[config.mk]
export PLATFORM = sky130hd
export DESIGN_NAME = instr_fetch_unit
export DESIGN_NICKNAME = d
export VERILOG_FILES = /design/src/rtl/instr_fetch_unit.sv
export SDC_FILE = /design/constraint.sdc
export NUM_CORES = 1
export LEC_CHECK = 0
export ABC_AREA = 1
export ABC_CLOCK_PERIOD_IN_PS = 3600
export BUFFER_PORTS_ARGS = -buffer_cell sky130_fd_sc_hd__buf_4
export CAP_MARGIN = 20
export CORE_ASPECT_RATIO = 1.5
export CORE_UTILIZATION = 50
export DETAILED_ROUTE_END_ITERATION = 8
export GPL_ROUTABILITY_DRIVEN = 0
export PLACE_DENSITY = 0.67
export SYNTH_ARGS = -nofsm -noshare
export SYNTH_HDL_FRONTEND = slang
export SYNTH_SLANG_ARGS = --single-unit
export TNS_END_PERCENT = 10
[constraint.sdc]
create_clock -name clk_in -period 3.6 [get_ports clk_in]
set_input_delay 0.54 -clock clk_in [delete_from_list [all_inputs] [get_ports clk_in]]
set_output_delay 0.54 -clock clk_in [all_outputs]
set_load 0.01 [all_outputs]
[src/rtl/instr_fetch_unit.sv]
// Instruction fetch front end: issues pipelined word reads to the fixed-latency
// program memory and queues returned words for decode in a show-ahead buffer.
module instr_fetch_unit #(
    parameter int unsigned FIFO_DEPTH = 4,
    parameter logic [31:0] RESET_PC   = 32'h0000_0000
) (
    input  logic        clk_in,
    input  logic        rst_n_in,
    input  logic        enable_in,
    input  logic        redirect_in,
    input  logic [31:0] redirect_pc_in,
    output logic [31:0] mem_addr_out,
    output logic        mem_read_request_out,
    input  logic [31:0] mem_instr_in,
    input  logic        mem_data_valid_in,
    output logic [31:0] instr_out,
    output logic [31:0] pc_out,
    output logic        valid_out,
    input  logic        ready_in
);

    localparam int unsigned CNT_W = $clog2(FIFO_DEPTH + 1);
    localparam int unsigned SUM_W = CNT_W + 1;
    localparam int unsigned PTR_W = $clog2(FIFO_DEPTH);
    localparam logic [SUM_W-1:0] DEPTH_C  = SUM_W'(FIFO_DEPTH);
    localparam logic [PTR_W-1:0] LAST_PTR = PTR_W'(FIFO_DEPTH - 1);

    logic [31:0]      fetch_pc;
    logic [31:0]      resp_pc;
    logic [31:0]      target_pc;
    logic [CNT_W-1:0] inflight;
    logic [CNT_W-1:0] discard;
    logic [CNT_W-1:0] count;
    logic [PTR_W-1:0] rd_ptr;
    logic [PTR_W-1:0] wr_ptr;
    logic [31:0]      fifo_pc    [FIFO_DEPTH];
    logic [31:0]      fifo_instr [FIFO_DEPTH];
    logic [SUM_W-1:0] credits_used;
    logic             head_valid;
    logic             issue;
    logic             ret_live;
    logic             push;
    logic             pop;
    logic             unused_pc_lsbs;

    function automatic logic [PTR_W-1:0] ptr_next(input logic [PTR_W-1:0] p);
        return (p == LAST_PTR) ? '0 : p + PTR_W'(1);
    endfunction

    assign target_pc      = {redirect_pc_in[31:2], 2'b00};
    assign unused_pc_lsbs = ^redirect_pc_in[1:0];

    // Buffered plus outstanding words never exceed the buffer size, so a push always has room.
    assign credits_used = SUM_W'(count) + SUM_W'(inflight);
    assign head_valid   = (count != '0);
    assign issue        = enable_in && !redirect_in && (credits_used < DEPTH_C);
    assign ret_live     = mem_data_valid_in && (inflight != '0);
    assign push         = ret_live && (discard == '0) && !redirect_in;
    assign pop          = head_valid && ready_in;

    always_ff @(posedge clk_in or negedge rst_n_in) begin
        if (!rst_n_in) begin
            fetch_pc             <= RESET_PC;
            resp_pc              <= RESET_PC;
            mem_addr_out         <= RESET_PC;
            mem_read_request_out <= 1'b0;
            inflight             <= '0;
            discard              <= '0;
        end else if (redirect_in) begin
            // Everything still outstanding belongs to the old stream and must be dropped.
            fetch_pc             <= target_pc;
            resp_pc              <= target_pc;
            mem_read_request_out <= 1'b0;
            inflight             <= inflight - CNT_W'(ret_live);
            discard              <= inflight - CNT_W'(ret_live);
        end else begin
            mem_read_request_out <= issue;
            if (issue) begin
                mem_addr_out <= fetch_pc;
                fetch_pc     <= fetch_pc + 32'd4;
            end
            inflight <= inflight + CNT_W'(issue) - CNT_W'(ret_live);
            if (ret_live && (discard != '0)) begin
                discard <= discard - CNT_W'(1);
            end
            if (push) begin
                resp_pc <= resp_pc + 32'd4;
            end
        end
    end

    always_ff @(posedge clk_in or negedge rst_n_in) begin
        if (!rst_n_in) begin
            rd_ptr <= '0;
            wr_ptr <= '0;
            count  <= '0;
            for (int i = 0; i < int'(FIFO_DEPTH); i++) begin
                fifo_pc[i]    <= '0;
                fifo_instr[i] <= '0;
            end
        end else if (redirect_in) begin
            rd_ptr <= '0;
            wr_ptr <= '0;
            count  <= '0;
        end else begin
            if (push) begin
                fifo_pc[wr_ptr]    <= resp_pc;
                fifo_instr[wr_ptr] <= mem_instr_in;
                wr_ptr             <= ptr_next(wr_ptr);
            end
            if (pop) begin
                rd_ptr <= ptr_next(rd_ptr);
            end
            count <= count + CNT_W'(push) - CNT_W'(pop);
        end
    end

    assign valid_out = head_valid;
    assign instr_out = head_valid ? fifo_instr[rd_ptr] : '0;
    assign pc_out    = head_valid ? fifo_pc[rd_ptr] : '0;

endmodule

# Word-level counts from Yosys, hierarchy flattened
# Index checks and enable logic that the tools add are counted.
word_totals:
  output_inout_bits: 98
  ff_bits: 366
  inputBits: 70
classes:
  n_eq_ne: 2
  mux: 27
  n_addsub: 11
  reduce_logical: 19
  n_bitwise: 3
  magnitude_cmp: 4
ops:
  columns: ["cell", "count"]
  rows:
  - ["32-bit 2-to-1 mux", 11]
  - ["128-bit bitwise mux", 2]
  - ["32-bit binary-select mux with 2-bit select", 2]
  - ["32-bit by 3-bit adder with 32-bit output (second input constant)", 2]
  - ["32-bit demux with 2-bit select", 1]
  - ["2-bit 2-to-1 mux", 6]
  - ["3-bit 2-to-1 mux", 4]
  - ["3-bit nonzero test", 3]
  - ["3-bit by 1-bit subtractor with 3-bit output", 3]
  - ["1-bit logical AND", 8]
  - ["2-bit nonzero test", 4]
  - ["3-bit by 1-bit adder with 3-bit output", 2]
  - ["3-bit greater-or-equal comparator (second input constant)", 2]
  - ["2-bit NOT with 3-bit output", 2]
  - ["2-bit by 1-bit adder with 2-bit output (second input constant)", 2]
  - ["3-bit by 3-bit adder with 4-bit output", 1]
  - ["2-bit == test (second input constant)", 2]
  - ["4-bit by 3-bit less-than comparator with 1-bit output (second input constant)", 1]
  - ["2-bit AND reduction", 2]
  - ["3-bit logical NOT", 1]
  - ["3-bit by 1-bit less-than comparator with 1-bit output (second input constant)", 1]
  - ["3-bit by 1-bit subtractor with 3-bit output (second input constant)", 1]
  - ["1-bit logical NOT", 1]
  - ["1-bit 2-to-1 mux", 1]
  - ["1-bit NOT", 1]

# Depth between registers and ports, before layout
logic_depth:
  ltp_word: 7
  depth_mapped: 15
  ltp_nobuf: 13

# Worst setup path after synthesis
# No wires, ideal clock.
synth_timing:
  path_type: "register to register"
  start: "register inflight[2]"
  end: "register inflight[2]"
  path_slack_ps: 714
  arrival_ps: 2762
  path_stages_with_launch: 16
  setup_time_ps: 124
  required_ps: 3476
  period_less_slack_ps: 2886
  path_buffers: 2
  cell_sequence: "dfrtp_1 ha_1 nor2_1 nand2_1 nor2_8 inv_2 buf_2 buf_2 ha_1 inv_1 ha_1 fa_1 xor2_1 or2_2 nand3_1 nand2_1"
synth_between:
  elab_chain_cells: 6
  word_cells_on_any_way: 9
synth_rtl:
  columns: ["item", "line_no", "rtl"]
  rows:
  - ["from (decl)", "31", "logic [CNT_W-1:0] inflight;"]
  - ["from (signal assigned)", "74", "inflight <= inflight - CNT_W'(ret_live);"]
  - ["from (signal assigned)", "82", "inflight <= inflight + CNT_W'(issue) - CNT_W'(ret_live);"]
  - ["3-bit by 3-bit adder with 4-bit output", "54", "assign credits_used = SUM_W'(count) + SUM_W'(inflight);"]
  - ["4-bit by 3-bit less-than comparator with 1-bit output", "56", "assign issue = enable_in && !redirect_in && (credits_used < DEPTH_C);"]
  - ["1-bit logical AND", "56", null]
  - ["3-bit by 1-bit adder with 3-bit output", "82", null]
  - ["3-bit by 1-bit subtractor with 3-bit output", "82", null]
  - ["3-bit 2-to-1 mux *", "69", "end else if (redirect_in) begin"]
# Mark *: on every way between the ends. The rest lies on a longest branch, timed or not.
# A chain may end at the register's enable or synchronous reset.

# Final worst setup path
layout_timing:
  start: "register count[1]"
  end: "output port pc_out[23]"
layout_between:
  elab_chain_cells: 2
layout_rtl:
  columns: ["item", "line_no", "rtl"]
  rows:
  - ["from (decl)", "33", "logic [CNT_W-1:0] count;"]
  - ["from (signal assigned)", "114", "count <= count + CNT_W'(push) - CNT_W'(pop);"]
  - ["3-bit nonzero test", "55", "assign head_valid = (count != '0);"]
  - ["32-bit 2-to-1 mux", "120", "assign pc_out = head_valid ? fifo_pc[rd_ptr] : '0;"]
  - ["to (decl)", "17", "output logic [31:0] pc_out,"]
# Every way passes these cells.

==> impl_metrics.ini <==
[critical_path]
worst_path_most_repeated_cell = buf_4
cp-end-kind = output port
critPathKind = reg -> out
cp_top_family = buffers and inverters
critical_path_arrival_ns = 2.50
slowest_stage = buf_4
critPathLaunchType = flip-flop
cp.required_ns = 3.06
cpPeakStageDelay_ns = 0.67
reg2reg_slack_ns = 0.92
crit_chain = nor2_1 -> inv_1 -> nor2_4 -> buf_4 -> a21oi_1 -> buf_4
cp_num_buf_inv = 3
critPathMaxFanout = 62

[drt]
viasPerCell = 5.412
drtPass1Iterations = 5
via_count = 15000
drc = 0
ant_nets = 0
drt_iter0_drc = 851
wire_per_inst_um = 17.31
routed_wl_um = 47970

[power_and_ir_drop]
max-vdd-ir-drop_mv = 0.5562
power.density_nw_per_um2 = 730.7
p_leak_nw = 9.960

[clock_network]
insertion_delay_ns = 0.54
cts_buffers = 38
htreeDepth = 2
cts.sinks = 352
path_clk_slew_ns = 0.06
cts_setup_buffers = 0
cts_hold_buf = 1
clk_path_buf_depth = 3
clockRootBuffer = clkbuf_16
cts_tree = done
cts-resized-gates = 0

[global_route]
grt_start_max_net_pins = 80
overflow = 0
antenna_found_initial = 0
grtUsageTotal_pct = 27.13
grt_pass1_wl_um = 77350
grt_pass1_vias = 14810

[sta]
slew_headroom_pct = 39.24
period_minus_slack_ns = 3.042
period_share_pct = 84.50
fin_skew_ns = 0.008946
hold_viol = 0
setup-tns-final_ns = 0
drv_slew = 0
tightestPinTransition_ns = 0.9114
setup_viol = 0
whs_ns = 0.2337
rsz0062_at_grt = false
fmax_mhz = 328.7

[finish]
nNetsFinal = 2363
nFillCells = 3240
diodes = 0
final_common_cell = nand2_1
drive_above_1_share_pct = 17.44
layout_common_cells = nand2_1 (480), dfrtp_1 (350), a21oi_1 (266)
syn_to_final_growth_pct = 14.95

[floorplanning]
fp.dieH_um = 233.8
core_area_um2 = 35210
initial_core_util_pct = 50.87
fp.dieArea_um2 = 36600
die_w_um = 156.5
rows = 84
io_pins = 168

[outcome]
status = finished, final reports clean

[placed_design]
io_buffer_count = 161
dp_hpwl_um = 30970

[synth]
synth_area_um2 = 17910
synth-seq-cells = 352
ys_seq_area_share_pct = 49.18
syn_avg_cell_area_um2 = 8.251
ys_warn_count = 0
yosysUniqueCellTypes = 44
syn_inst = 2171

[run]
maxCapViolations = 0

[hold_path]
min_path_type = in -> reg
==> worst paths after layout <==
check                           cells after the start        startpoint               to
worst max-delay path                                6          count[1]       pc_out[23]
worst min-delay path                                3  mem_instr_in[14]  fifo_instr[110]
worst max register to register                     13       inflight[2]      inflight[2]
worst min register to register                      2    fifo_instr[20]   fifo_instr[20]
max in group asynchronous                           3          rst_n_in   fifo_instr[39]
min in group asynchronous                           2          rst_n_in   fifo_instr[55]
==> metal layers <==
| layer | track usage (%) | vias to the layer above | wire length, um |
|---|---|---|---|
| met1 | 33.37 | 7221 | 19630 |
| met3 | 3.327 | 107 | 2114 |
| met2 | 47.54 | 416 | 24230 |
| met5 | 0 | - | 0 |
| met4 | 12.19 | 0 | 1992 |
| li1 | - | 7258 | - |
==> state kept, by name (all words and copies together) (netlist names) <==
name                  flops
mem_read_request_out      1
fetch_pc                 30
fifo_instr              128
resp_pc                  30
rd_ptr                    2
fifo_pc                 120
wr_ptr                    2
discard                   3
inflight                  3
count                     3
mem_addr_out             30
==> kinds of logic (layout without fill, tap and decap cells) <==
kind of cell | after synthesis | count (layout) | share of synthesized area [%]
adder cells (fa/ha/maj) | 19 | 19 | 1.411
other | 1 | 4 | 0.02094
flip-flops | 352 | 352 | 49.18
buffers and inverters | 364 | 489 | 9.185
AO/OA/AOI/OAI | 678 | 678 | 21.80
AND/OR/NAND/NOR | 737 | 737 | 17.43
XOR/XNOR | 20 | 20 | 0.9779
==> cells in the mapped netlist, drive strengths merged <==
cell type / count / area [um2]
a21oi: 266 / 1331
clkinv: 2 / 7.510
ha: 17 / 212.7
buf: 90 / 605.6
nor2: 149 / 679.4
nand3b: 11 / 95.09
o211ai: 16 / 120.1
o21ai: 382 / 2347
dfrtp: 352 / 8808
fa: 2 / 40.04
and3: 2 / 12.51
xnor2: 1 / 8.760
nand2b: 1 / 6.260
o21bai: 5 / 37.54
nor3: 12 / 60.06
nand3: 53 / 270.3
inv: 228 / 855.8
or2: 3 / 18.77
nor3b: 1 / 7.510
and2: 1 / 6.260
clkbuf: 44 / 176.4
xor2: 19 / 166.4
a31oi: 4 / 25.02
nand2: 492 / 1891
conb: 1 / 3.750
o221ai: 5 / 43.79
nand4: 12 / 75.07
==> metrics by stage <==
| step | setup slack (ns) | std cells | utilization, % | area, um2 | power [mW] |
|---|---|---|---|---|---|
| 4_1_cts | 0.5460 | 2772 | 58.48 | 20590 | 15.18 |
| 3_3_place_gp | 0.9876 | 2706 | 55.04 | 19380 | 11.15 |
| 6_report | 0.5580 | 2772 | 58.48 | 20590 | 15.05 |
| 3_5_place_dp | 0.9400 | 2706 | 55.04 | 19380 | 11.30 |
| 5_1_grt | 0.4860 | 2772 | 58.48 | 20590 | 16.02 |
| 2_1_floorplan | 0.7138 | 2174 | - | 17920 | 8.888 |
==> where the power goes <==
group          internal, mW  switching [mW]  leakage (nW)
logic                  2.22            3.45          5.35
clock network          2.25            1.57         0.586
registers              4.97           0.585          4.03
==> worst register-to-register path: stages, from the launching register on <==
cell,delay (ns)
dfrtp_1,0.42
ha_1,0.31
nor2_1,0.08
nand2_1,0.13
nor2_8,0.12
inv_2,0.05
ha_1,0.28
inv_1,0.04
ha_1,0.19
fa_1,0.38
xor2_1,0.16
or2_2,0.27
nand3_1,0.07
nand2_1,0.05
==> area by class of cell <==
cell class	count	area, um2	share of cell area [%]
Clock buffer	59	1144	5.554
Clock inverter	6	57.56	0.2795
Inverter	230	864.6	4.199
Multi-Input combinational cell	1458	7477	36.32
Sequential cell	352	8813	42.81
Tap cell	473	591.8	2.874
Timing Repair Buffer	194	1642	7.973
No activity file was read; power rests on OpenSTA's default activity.
